===== config.mk =====
export PLATFORM = sky130hd
export DESIGN_NAME = exception_controller
export DESIGN_NICKNAME = d
export VERILOG_FILES = /design/src/rtl/exception_controller.sv
export SDC_FILE = /design/constraint.sdc
export NUM_CORES = 1
export LEC_CHECK = 0
export ABC_CLOCK_PERIOD_IN_PS = 4270
export BUFFER_PORTS_ARGS = -buffer_cell sky130_fd_sc_hd__clkbuf_2
export CORE_AREA = 2 2 124 126
export DETAILED_ROUTE_END_ITERATION = 12
export DIE_AREA = 0 0 126 128
export GPL_ROUTABILITY_DRIVEN = 0
export PLACE_DENSITY = 0.59
export SLEW_MARGIN = 20
export SYNTH_ARGS = -nofsm -noshare
export SYNTH_HDL_FRONTEND = slang
export SYNTH_SLANG_ARGS = --single-unit

===== constraint.sdc =====
create_clock -name clk -period 4.27 [get_ports clk]
set_input_delay 0.854 -clock clk [delete_from_list [all_inputs] [get_ports clk]]
set_output_delay 0.854 -clock clk [all_outputs]
set_load 0.02 [all_outputs]

===== src/rtl/exception_controller.sv =====
// CP0 writer and PC-redirect controller: arbitrates interrupts, exceptions, eret and mtc0 from M.
// Optional macro EXC_HOLDOFF_EN adds an interrupt holdoff window after each eret redirect.
module exception_controller #(
    parameter logic [31:0] HANDLER_PC = 32'h0000_4180
`ifdef EXC_HOLDOFF_EN
    ,
    parameter int unsigned HOLDOFF_CYCLES = 3
`endif
) (
    input  logic        clk,
    input  logic        reset,
    input  logic [5:0]  HWInt,
    input  logic [31:0] victim_pc,
    input  logic        victim_bd,
    input  logic        exc_valid,
    input  logic [4:0]  exc_code,
    input  logic        eret_req,
    input  logic        mtc0_valid,
    input  logic [4:0]  mtc0_addr,
    input  logic [31:0] mtc0_data,
    input  logic [31:0] SR_value,
    input  logic [31:0] Cause_value,
    input  logic [31:0] EPC_value,
    output logic [31:0] SR_input,
    output logic        SR_enable,
    output logic [31:0] Cause_input,
    output logic        Cause_enable,
    output logic [31:0] EPC_input,
    output logic        EPC_enable,
    output logic        redirect_valid,
    output logic [31:0] redirect_pc,
    output logic        busy
);

    localparam int unsigned SR_IE     = 0;
    localparam int unsigned SR_EXL    = 1;
    localparam int unsigned IM_LO     = 10;
    localparam int unsigned IM_HI     = 15;
    localparam int unsigned CAUSE_BD  = 31;
    localparam int unsigned EXC_LO    = 2;
    localparam int unsigned EXC_HI    = 6;
    localparam logic [4:0]  REG_SR    = 5'd12;
    localparam logic [4:0]  REG_EPC   = 5'd14;

    typedef enum logic [1:0] {
        ST_RUN  = 2'd0,
        ST_TRAP = 2'd1,
        ST_ERET = 2'd2
    } state_t;

    state_t      state_q, state_d;
    logic        redirect_valid_d;
    logic [31:0] redirect_pc_d;
    logic        run;
    logic        int_take;
    logic        exc_take;
    logic        take;
    logic        eret_go;
    logic        holdoff_clear;
    logic [31:0] victim_epc;

`ifdef EXC_HOLDOFF_EN
    localparam int unsigned HOLD_W = (HOLDOFF_CYCLES < 2) ? 1 : $clog2(HOLDOFF_CYCLES + 1);

    logic [HOLD_W-1:0] holdoff_q;

    assign holdoff_clear = (holdoff_q == '0);

    // Loaded by an accepted eret; counts down only while back in RUN.
    always_ff @(posedge clk) begin
        if (!reset) begin
            holdoff_q <= '0;
        end else if (eret_go) begin
            holdoff_q <= HOLD_W'(HOLDOFF_CYCLES);
        end else if ((state_q == ST_RUN) && !holdoff_clear) begin
            holdoff_q <= holdoff_q - HOLD_W'(1);
        end
    end
`else
    assign holdoff_clear = 1'b1;
`endif

    // Reset low suppresses every request so all write enables stay low.
    assign run      = (state_q == ST_RUN) && reset;
    assign int_take = run && SR_value[SR_IE] && !SR_value[SR_EXL]
                      && (|(HWInt & SR_value[IM_HI:IM_LO])) && holdoff_clear;
    assign exc_take = run && exc_valid && !int_take;
    assign take     = int_take || exc_take;
    assign eret_go  = run && eret_req && !take;

    assign victim_epc = (victim_bd ? (victim_pc - 32'd4) : victim_pc) & 32'hFFFF_FFFC;
    assign busy       = (state_q != ST_RUN);

    always_ff @(posedge clk) begin
        if (!reset) begin
            state_q        <= ST_RUN;
            redirect_valid <= 1'b0;
            redirect_pc    <= 32'd0;
        end else begin
            state_q        <= state_d;
            redirect_valid <= redirect_valid_d;
            redirect_pc    <= redirect_pc_d;
        end
    end

    always_comb begin
        state_d          = ST_RUN;
        redirect_valid_d = 1'b0;
        redirect_pc_d    = redirect_pc;
        SR_enable        = 1'b0;
        SR_input         = SR_value;
        Cause_enable     = 1'b0;
        Cause_input      = Cause_value;
        EPC_enable       = 1'b0;
        EPC_input        = EPC_value;

        if (run) begin
            // IP mirrors the raw lines every RUN cycle; other Cause fields change only on a take.
            Cause_enable              = 1'b1;
            Cause_input[IM_HI:IM_LO]  = HWInt;

            if (take) begin
                SR_enable                  = 1'b1;
                SR_input[SR_EXL]           = 1'b1;
                EPC_enable                 = 1'b1;
                EPC_input                  = victim_epc;
                Cause_input[CAUSE_BD]      = victim_bd;
                Cause_input[EXC_HI:EXC_LO] = int_take ? 5'd0 : exc_code;
                state_d                    = ST_TRAP;
                redirect_valid_d           = 1'b1;
                redirect_pc_d              = HANDLER_PC;
            end else if (eret_req) begin
                SR_enable        = 1'b1;
                SR_input[SR_EXL] = 1'b0;
                state_d          = ST_ERET;
                redirect_valid_d = 1'b1;
                redirect_pc_d    = EPC_value;
            end else if (mtc0_valid) begin
                case (mtc0_addr)
                    REG_SR: begin
                        SR_enable = 1'b1;
                        SR_input  = mtc0_data;
                    end
                    REG_EPC: begin
                        EPC_enable = 1'b1;
                        EPC_input  = mtc0_data;
                    end
                    default: ;
                endcase
            end
        end
    end

endmodule


==> out/qor.csv, run 1 <==
stage,metric,value,unit
clock_network,CTS tree,done,
worst_setup_path,CP max stage cell,or3b_2,
sta,max frequency,255.3,MHz
yosys,Unique masters post-synth,51,
yosys,Ys Warns,0,
worst_setup_path,worst path required time,3.42,ns
yosys,Synth area leaders,"dfxtp_1 (22%), nand2_1 (11%), mux2_2 (11%)",
yosys,Post-Syn Instances,441,
routing,highest routed layer,met4,
cells_and_area,layout cells sized above 1,0.4935,
yosys,Synth top cells by count,"nand2_1 (93), dfxtp_1 (35), a21oi_1 (33)",
global_routing,vias in the first global route,3884,
yosys,"Seq/Total Area, Yosys",0.2188,
pwr,PD cells,265.0,nW/um^2
sta,unrepaired setup endpoints after global routing,false,
routing,DR vias,4181,
worst_hold_path,worst hold start,redirect_pc[5]$_SDFFE_PN0P_,
placed_design,# port buffers,272,
worst_setup_path,"most used cell, CP",clkbuf_2,
clock_network,CTS Buf Count,5,
yosys,most numerous cell in the Yosys netlist,nand2_1,
worst_setup_path,Crit Path Max Fanout,8,
clock_network,postcts setup bufs,0,
yosys,largest family of logic cells by synthesized area,simple AND/OR/NAND/NOR gates,
sta,Period minus WS final,3.917,ns
pwr,Sw Ratio,0.3711,
routing,WL met1,6263,um
yosys,Synth Area per Inst,7.260,um^2
routing,initial drt markers,169,
pwr,switching power,474.3,uW
global_routing,GRT overflow,0,
yosys,dominant cell type by area after synthesis,dfxtp_1,
clock_network,hold_buf cts,0,
floorplanning,num ports,315,
yosys,Syn Nets,624,
floorplanning,core box area,14860,um^2
yosys,mux cell area share after synthesis,0.1434,
worst_setup_path,"critical path, cell by cell",clkbuf_2 > inv_1 > ha_1 > or3b_2 > or4_1 > nor2_1 > xnor2_1 > a211oi_1 > clkbuf_2,
global_routing,largest net degree at the start of global routing,30,
worst_setup_path,WS Path Type,in2out,
floorplanning,Rows,45,
sta,Setup TNS Final,0,ns
routing,drt pass-1 iters,4,
outcome,outcome,finished clean,
yosys,post-synth top area share,0.2188,
clock_network,Skew-Pair Late Insertion Delay,0.28,ns
sta,Final Cycle Share,0.9174,
routing,remaining antenna violation count,0,
pwr,Sequential Power Share,0.277,
cells_and_area,Post-layout nets,871,
worst_hold_path,Hold Path Class,reg2reg,
yosys,Post-synth EDFFs,0,
pwr,"Power, Total",1278,uW
yosys,post-synthesis simple-gate area fraction,0.2829,
sta,Post-Route Skew,0.008927,ns
worst_setup_path,r2r setup slk,1.98,ns
pwr,clock share of power,0.332,
cells_and_area,area grow syn2layout,50.64,%
yosys,Synth Register Bits,35,
sta,Final setup viols,0,
cells_and_area,Antenna Cells,0,
floorplanning,die area,16130,um^2
clock_network,PostCTS Resize Cnt,0,
pwr,Gate power share,0.391,
routing,Routed met3 length,1043,um
sta,"Slew Viols, Final",0,
clock_network,Root Buffer,clkbuf_16,
cells_and_area,Filler cells,1672,
global_routing,first-pass GRT wire length,22010,um
pwr,Leak Pwr,0.002285,uW
worst_setup_path,Reg-to-Reg End,redirect_pc[19]$_SDFFE_PN0P_,
worst_setup_path,crit-path max cell delay,0.62,ns
worst_setup_path,crit path launch,victim_pc[2],
floorplanning,Die Y,128,um
yosys,Synth Area in XOR/XNOR,0.07659,
sta,Final Hold Viols,0,
yosys,ys async rst share,0,
worst_setup_path,reg2reg start,state_q[1]$_SDFF_PP0_,
worst_setup_path,Crit path arrival time,3.06,ns
routing,per-cell routed wire length,17.74,um
routing,drt total wl,15560,um
pwr,Int Power,803.8,uW
yosys,Synth Area in Compound Gates,0.1762,
placed_design,DP Wirelength,12630,um
floorplanning,starting density of the core,0.2154,
global_routing,GRT Overall Usage,0.1802,
worst_hold_path,hold path depth,2,
pwr,Worst VDD drop,126.9,uV
yosys,Post-Synth Adder-Cell Area,0.003908,
clock_network,Clock Sinks,35,
floorplanning,Die X,126,um
worst_setup_path,CP Capture Type,primary output,
worst_hold_path,Worst Hold End,redirect_pc[5]$_SDFFE_PN0P_,
clock_network,H-tree Lvls,2,
run,Max Cap Viol,0,
clock_network,clock-pin slew on the worst setup and hold paths,0.05,ns
clock_network,CTS Buffer Depth,2,
worst_setup_path,Worst R2R Path Depth,7,
global_routing,antenna violations before repair,0,
sta,slew at the pin closest to its max-slew limit,0.7556,ns
yosys,"Primary FF master, synth",dfxtp_1,
routing,vias per cell,4.767,
routing,metal2 WL,7856,um
worst_setup_path,CP Launch Type,input port,
yosys,mapped cell area,3202,um^2
routing,detailed-route DRC error count,0,
sta,Max transition margin,0.4962,
[power by group through the flow]
| stage | Sequential [uW] | Clock, uW | Combinational, uW |
|---|---|---|---|
| finish | 354 | 424 | 500 |
| global route | 356 | 449 | 540 |
| global placement | 361 | 0 | 504 |
| CTS | 354 | 437 | 507 |
| detailed placement | 361 | 0 | 505 |
| floorplan | 382 | 0 | 270 |
[routing by layer]
metal / track usage / vias up
met5: 0 / -
met4: 0.05753 / 0
met3: 0.03005 / 29
met2: 0.3359 / 213
met1: 0.2094 / 1903
li1: - / 2036
[worst max path at each step]
stage	endpoint	slack, ns	cells after the start
3_5_place_dp	EPC_input[24]	0.35	9
4_1_cts	EPC_input[24]	0.35	9
5_1_grt	EPC_input[24]	0.21	9
3_3_place_gp	EPC_input[24]	0.36	9
2_1_floorplan	EPC_input[24]	0.41	9
6_report	EPC_input[24]	0.35	9
[state kept, by name, indices dropped and copies added (netlist names)]
name            cells
redirect_valid      1
redirect_pc        32
state_q             2
[cells in the final DEF (no fill, tap or decap), types with 2 or more instances in the layout]
master / instances
clkbuf_2: 272
nand2_1: 93
dfxtp_1: 35
a21oi_1: 33
nor2_1: 30
mux2_2: 30
nor3_1: 23
o21ai_0: 19
a22oi_1: 18
xnor2_1: 18
buf_4: 17
a211oi_1: 11
mux2i_1: 11
xor2_1: 10
nor4_1: 9
inv_1: 5
clkbuf_16: 5
or3_1: 3
or4_1: 3
nand4_1: 3
nor4bb_1: 3
or2_1: 2
nand2b_1: 2
o32ai_1: 2
nand4b_1: 2
[worst max-delay path: cells and delay by family]
family	cells	cell delay [ns]
and+or+nand+nor	3	1.26
buffers and inverters	3	0.43
AOI/OAI and AO/OA	1	0.24
adders and majority gates	1	0.20
xor gates and xnor gates	1	0.09
[area by class of cell]
class                      instances  area, um^2  share of cell area
multi-input combinational        350        2203              0.4568
timing repair buffer             289        1489              0.3087
sequential                        35       700.7              0.1453
tap                              188       235.2             0.04877
clock buffer                       5       125.1             0.02594
clock inverter                     3       43.79            0.009079
inverter                           7       26.28            0.005447
[through the flow]
stage          hold slack, ns  setup WS (ns)  std cells  instance area (um^2)    util
4_1_cts                0.4547         0.3471        877                  4823  0.3245
5_1_grt                0.4732         0.2100        877                  4823  0.3245
2_1_floorplan          0.5334         0.4084        441                  3202       -
3_5_place_dp           0.4458         0.3453        869                  4654  0.3131
6_report               0.4538         0.3528        877                  4823  0.3245
3_3_place_gp           0.4431         0.3586        869                  4654  0.3131
[cell families after synthesis]
| logic type | after synthesis |
|---|---|
| flops | 35 |
| simple gates | 188 |
| buf+inv | 56 |
| xor+xnor | 28 |
| compound gates | 91 |
| fa+ha+maj | 1 |
| mux | 42 |
Power figures use the tool's default switching activity.
==> inputs of run 2 (changes only) <==
- ABC_AREA: unset -> 1
- CORE_AREA: 2 2 124 126 -> 2 2 123 125
- DIE_AREA: 0 0 126 128 -> 0 0 125 127
- PLACE_DENSITY: 0.59 -> 0.65
==> out/qor.csv, run 2 <==
stage,metric,value,unit
sta,max frequency,279.2,MHz
floorplanning,Rows,44,
pwr,PD cells,242.6,nW/um^2
cells_and_area,register name with the most flops,redirect_pc,
pwr,Worst VDD drop,168.9,uV
pwr,switching power,550.2,uW
clock_network,CTS tree,done,
clock_network,Clock Sinks,35,
clock_network,clock-pin slew on the worst setup and hold paths,0.05,ns
worst_setup_path,WS Path Type,in2out,
pwr,Sw Ratio,0.4194,
yosys,Unique masters post-synth,36,
clock_network,PostCTS Resize Cnt,0,
cells_and_area,leading registers by flop count,"redirect_pc: 32 flops, state_q: 2 flops, redirect_valid: 1 flops",
pwr,Int Power,761.8,uW
yosys,"Primary FF master, synth",dfxtp_1,
sta,Final setup viols,0,
floorplanning,die area,15880,um^2
worst_setup_path,Crit path arrival time,2.73,ns
cells_and_area,Antenna Cells,0,
global_routing,antenna violations before repair,0,
sta,"Slew Viols, Final",0,
clock_network,hold_buf cts,0,
worst_hold_path,Hold Path Class,reg2reg,
cells_and_area,layout cells sized above 1,0.3139,
floorplanning,starting density of the core,0.2730,
sta,Setup TNS Final,0,ns
global_routing,vias in the first global route,4852,
cells_and_area,area grow syn2layout,37.34,%
worst_setup_path,CP Capture Type,primary output,
yosys,mapped cell area,3938,um^2
pwr,Gate power share,0.472,
worst_setup_path,CP Launch Type,input port,
outcome,outcome,finished clean,
pwr,clock share of power,0.257,
sta,Post-Route Skew,0.003173,ns
sta,slew at the pin closest to its max-slew limit,0.9046,ns
routing,initial drt markers,317,
cells_and_area,"commonest non-fill, non-tap cell in the layout",clkbuf_2,
placed_design,DP Wirelength,14660,um
floorplanning,Die Y,127,um
worst_setup_path,Crit Path Max Fanout,30,
yosys,most numerous cell in the Yosys netlist,nand2_1,
routing,detailed-route DRC error count,0,
yosys,dominant cell type by area after synthesis,nand2_1,
floorplanning,num ports,315,
sta,unrepaired setup endpoints after global routing,false,
yosys,Post-synth EDFFs,0,
cells_and_area,"Core Util, Final",0.3749,
pwr,Leak Pwr,0.003086,uW
worst_setup_path,worst path required time,3.42,ns
clock_network,postcts setup bufs,0,
clock_network,H-tree Lvls,2,
placed_design,# port buffers,272,
yosys,ys async rst share,0,
sta,Max transition margin,0.3963,
run,Max Cap Viol,0,
yosys,Syn Nets,927,
yosys,Synth top cells by count,"nand2_1 (258), nor2_1 (93), inv_1 (78)",
yosys,Synth Area per Inst,5.292,um^2
global_routing,first-pass GRT wire length,26420,um
yosys,Ys Warns,0,
routing,remaining antenna violation count,0,
routing,vias per cell,4.688,
sta,Final Cycle Share,0.8389,
clock_network,CTS Buf Count,5,
sta,Period minus WS final,3.582,ns
clock_network,CTS Buffer Depth,2,
routing,drt total wl,17710,um
floorplanning,Die X,125,um
yosys,Synth Register Bits,35,
yosys,post-synth top area share,0.2459,
routing,drt pass-1 iters,5,
clock_network,Root Buffer,clkbuf_16,
floorplanning,core box area,14420,um^2
sta,Final Hold Viols,0,
yosys,Post-Syn Instances,744,
global_routing,largest net degree at the start of global routing,38,
global_routing,GRT Overall Usage,0.2104,
yosys,"Seq/Total Area, Yosys",0.1779,
cells_and_area,flip-flop count of the largest register after layout,32,
cells_and_area,Post-layout nets,1162,
routing,per-cell routed wire length,15.24,um
global_routing,GRT overflow,0,
clock_network,Skew-Pair Late Insertion Delay,0.28,ns
pwr,Sequential Power Share,0.271,
routing,DR vias,5448,
cells_and_area,most frequent cells in the layout,"clkbuf_2 (272), nand2_1 (258), nor2_1 (93)",
yosys,Synth area leaders,"nand2_1 (25%), dfxtp_1 (18%), nor2_1 (8.9%)",
==> run 2: area by class of cell <==
cell class	count	area [um^2]
clock buffers	6	128.9
multi-input cells	574	2579
repair buffers	283	1469
fillers	1672	9016
well taps	184	230.2
flip-flops and latches	35	700.7
inverters	80	300.3
==> run 2: worst max-delay path, stage by stage <==
cell and delay, ns:
clkbuf_2 0.08, inv_1 0.07, nand2_1 0.08, nor3_4 0.33
nand2_2 0.33, buf_12 0.27, o21ai_0 0.15, nor2_1 0.05
nor2_1 0.20, nand2_1 0.09, inv_1 0.05, clkbuf_2 0.16
==> run 2: power groups by stage <==
stage,clock (uW),sequential (uW),combinational [uW]
6_report,337,355,619
5_1_grt,357,357,678
4_1_cts,341,356,621
3_5_place_dp,0,362,619
3_3_place_gp,0,361,618
2_1_floorplan,0,383,361
==> run 2: kinds of logic (layout without fill, tap and decap cells) <==
| kind of cell | Yosys count | count (layout) | synth area share |
|---|---|---|---|
| DFF | 35 | 35 | 0.1779 |
| adders and majority gates | 1 | 1 | 0.003177 |
| buffers and inverters | 135 | 369 | 0.1671 |
| AOI/OAI and AO/OA | 129 | 129 | 0.1741 |
| xor gates and xnor gates | 7 | 7 | 0.01557 |
| and+or+nand+nor | 437 | 437 | 0.4620 |
==> run 2: stage by stage <==
step                      hold WS [ns]  power [uW]  setup slack, ns  instances  cell area [um^2]
final                           0.4605        1312           0.6878       1162              5408
after global routing            0.4755        1393           0.4369       1162              5408
after CTS                       0.4602        1318           0.6655       1162              5408
after detailed placement        0.4540       981.3           0.6757       1156              5279
after global placement          0.4478       979.5           0.6850       1156              5279
after floorplan                 0.5368       744.0            1.268        744              3938
==> run 2: worst paths after layout <==
| check | to | depth (start not counted) | slack, ns | start |
|---|---|---|---|---|
| worst min-delay path | redirect_pc[29]$_SDFFE_PN0P_ | 2 | 0.46 | redirect_pc[29]$_SDFFE_PN0P_ |
| worst max register to register | redirect_pc[12]$_SDFFE_PN0P_ | 10 | 2.27 | state_q[1]$_SDFF_PP0_ |
| worst max-delay path | EPC_input[25] | 12 | 0.69 | mtc0_addr[4] |
| worst min register to register | redirect_pc[29]$_SDFFE_PN0P_ | 2 | 0.46 | redirect_pc[29]$_SDFFE_PN0P_ |
==> run 2: metal layers <==
layer / global-route usage / up-vias / part of all wire
li1: - / 2813 / -
met1: 0.3040 / 2401 / 0.47
met2: 0.3296 / 216 / 0.44
met3: 0.03308 / 18 / 0.073
met4: 0.04837 / 0 / 0.014
met5: 0 / - / 0
==> inputs of run 3 (changes only) <==
- ABC_AREA: 1 -> 0
- ABC_CLOCK_PERIOD_IN_PS: 4270 -> 3180
- CORE_AREA: 2 2 123 125 -> 2 2 121 123
- DIE_AREA: 0 0 125 127 -> 0 0 123 125
- PLACE_DENSITY: 0.65 -> 0.63
- clock period: 4.27 -> 3.18 ns (I/O delays scaled with it)
==> out/qor.csv, run 3 (synthesis results as in run 1) <==
stage,metric,value,unit
pwr,Int Power,1026,uW
pwr,Gate power share,0.421,
cells_and_area,layout cells sized above 1,0.5257,
sta,PnR worst setup slack,0.09391,ns
global_routing,vias in the first global route,4022,
placed_design,# port buffers,272,
clock_network,CTS Buffer Depth,2,
cells_and_area,Antenna Cells,0,
routing,per-cell routed wire length,17.97,um
worst_hold_path,Hold Path Class,reg2reg,
routing,detailed-route DRC error count,0,
sta,Post-Route Skew,0.005746,ns
cells_and_area,flip-flop count of the largest register after layout,32,
placed_design,Place WS,-0.07425,ns
worst_setup_path,WS Path Type,in2out,
pwr,Sequential Power Share,0.284,
routing,drt total wl,16230,um
placed_design,Cells after DPL,895,
pwr,PD cells,329.6,nW/um^2
floorplanning,Die X,123,um
clock_network,Root Buffer,clkbuf_16,
cells_and_area,Filler cells,1549,
floorplanning,Die Y,125,um
cells_and_area,register name with the most flops,redirect_pc,
global_routing,first-pass GRT wire length,22800,um
cells_and_area,most frequent cells in the layout,"clkbuf_2 (268), nand2_1 (93), buf_4 (47)",
sta,Max transition margin,0.6425,
routing,initial drt markers,137,
floorplanning,core box area,14200,um^2
sta,Final Hold Viols,0,
routing,vias per cell,4.765,
sta,max frequency,324.0,MHz
clock_network,postcts setup bufs,0,
routing,remaining antenna violation count,0,
sta,Final setup viols,0,
floorplanning,starting density of the core,0.2254,
clock_network,Clock Sinks,35,
clock_network,hold_buf cts,0,
clock_network,H-tree Lvls,2,
outcome,outcome,finished clean,
sta,slew at the pin closest to its max-slew limit,0.5343,ns
sta,Final Cycle Share,0.9705,
clock_network,clock-pin slew on the worst setup and hold paths,0.06,ns
cells_and_area,Finished Layout Cells,903,
placed_design,DP Wirelength,13380,um
cells_and_area,area grow syn2layout,58.89,%
cells_and_area,"commonest non-fill, non-tap cell in the layout",clkbuf_2,
routing,drt pass-1 iters,4,
pwr,Sw Ratio,0.3884,
global_routing,largest net degree at the start of global routing,28,
worst_setup_path,CP Launch Type,input port,
worst_setup_path,Crit Path Max Fanout,4,
pwr,switching power,651.3,uW
global_routing,GRT Overall Usage,0.2000,
clock_network,CTS Buf Count,5,
sta,Period minus WS final,3.086,ns
run,Max Cap Viol,0,
worst_setup_path,Crit path arrival time,2.45,ns
cells_and_area,leading registers by flop count,"redirect_pc: 32 flops, state_q: 2 flops, redirect_valid: 1 flops",
pwr,Leak Pwr,0.002425,uW
clock_network,CTS tree,done,
floorplanning,num ports,315,
routing,DR vias,4303,
floorplanning,die area,15380,um^2
worst_setup_path,CP Capture Type,primary output,
sta,"Slew Viols, Final",0,
pwr,Worst VDD drop,183.7,uV
pwr,"Power, Total",1677,uW
worst_setup_path,worst path required time,2.54,ns
floorplanning,Rows,44,
global_routing,GRT overflow,0,
pwr,clock share of power,0.295,
clock_network,Skew-Pair Late Insertion Delay,0.29,ns
global_routing,antenna violations before repair,0,
cells_and_area,Post-layout nets,901,
## run 3: final timing paths
check / from / endpoint / slack [ns] / cells after the start
min reg2reg: redirect_pc[23]$_SDFFE_PN0P_ / redirect_pc[23]$_SDFFE_PN0P_ / 0.45 / 2
max: victim_pc[3] / EPC_input[29] / 0.09 / 7
min: redirect_pc[23]$_SDFFE_PN0P_ / redirect_pc[23]$_SDFFE_PN0P_ / 0.45 / 2
max reg2reg: state_q[1]$_SDFF_PP0_ / redirect_pc[22]$_SDFFE_PN0P_ / 1.17 / 7
## run 3: stage by stage
step / hold WS (ns) / util / setup TNS [ns] / cell area (um^2)
after floorplan: 0.5334 / - / -0.07339 / 3217
after global placement: 0.4425 / 0.3450 / -0.1212 / 4900
after detailed placement: 0.4456 / 0.3450 / -0.1554 / 4900
after CTS: 0.4542 / 0.3553 / 0 / 5046
after global routing: 0.4652 / 0.3582 / -0.06146 / 5087
final: 0.4518 / 0.3582 / 0 / 5087
## run 3: worst max-delay path: stages
cell and delay [ns]:
clkbuf_2 0.12, or4_4 0.59, or4_4 0.43, nor3_2 0.16, xnor2_1 0.11, a211oi_2 0.21
clkbuf_2 0.19
## run 3: layer usage
metal	GRT usage	share of wire	up-vias	wire (um)
met4	0.06484	0.025	0	403
met3	0.03513	0.059	29	963
met2	0.3773	0.52	191	8495
li1	-	-	2099	-
met5	0	0	-	0
met1	0.2218	0.39	1984	6365
## run 3: cell type report
type	instances	area [um^2]	share of cell area
Inverter	7	26.28	0.005165
Tap cell	184	230.2	0.04525
Multi-Input combinational cell	350	2257	0.4437
Sequential cell	35	700.7	0.1377
Timing Repair Buffer	319	1735	0.3411
Clock inverter	1	5.005	0.0009838
Clock buffer	7	132.6	0.02607
## run 3: power by group through the flow
| stage | Combinational [uW] | Sequential [uW] | Clock [uW] |
|---|---|---|---|
| after floorplan | 366 | 513 | 0 |
| after global placement | 701 | 485 | 0 |
| after detailed placement | 705 | 486 | 0 |
| after CTS | 709 | 476 | 513 |
| after global routing | 762 | 479 | 534 |
| final | 706 | 476 | 495 |
## run 3: what timing repair did
| item | in CTS | in global routing |
|---|---|---|
| pin swaps | 0 | 5 |
| endpoints found under the setup margin | 4 | 14 |
| gates resized for setup | 2 | 14 |
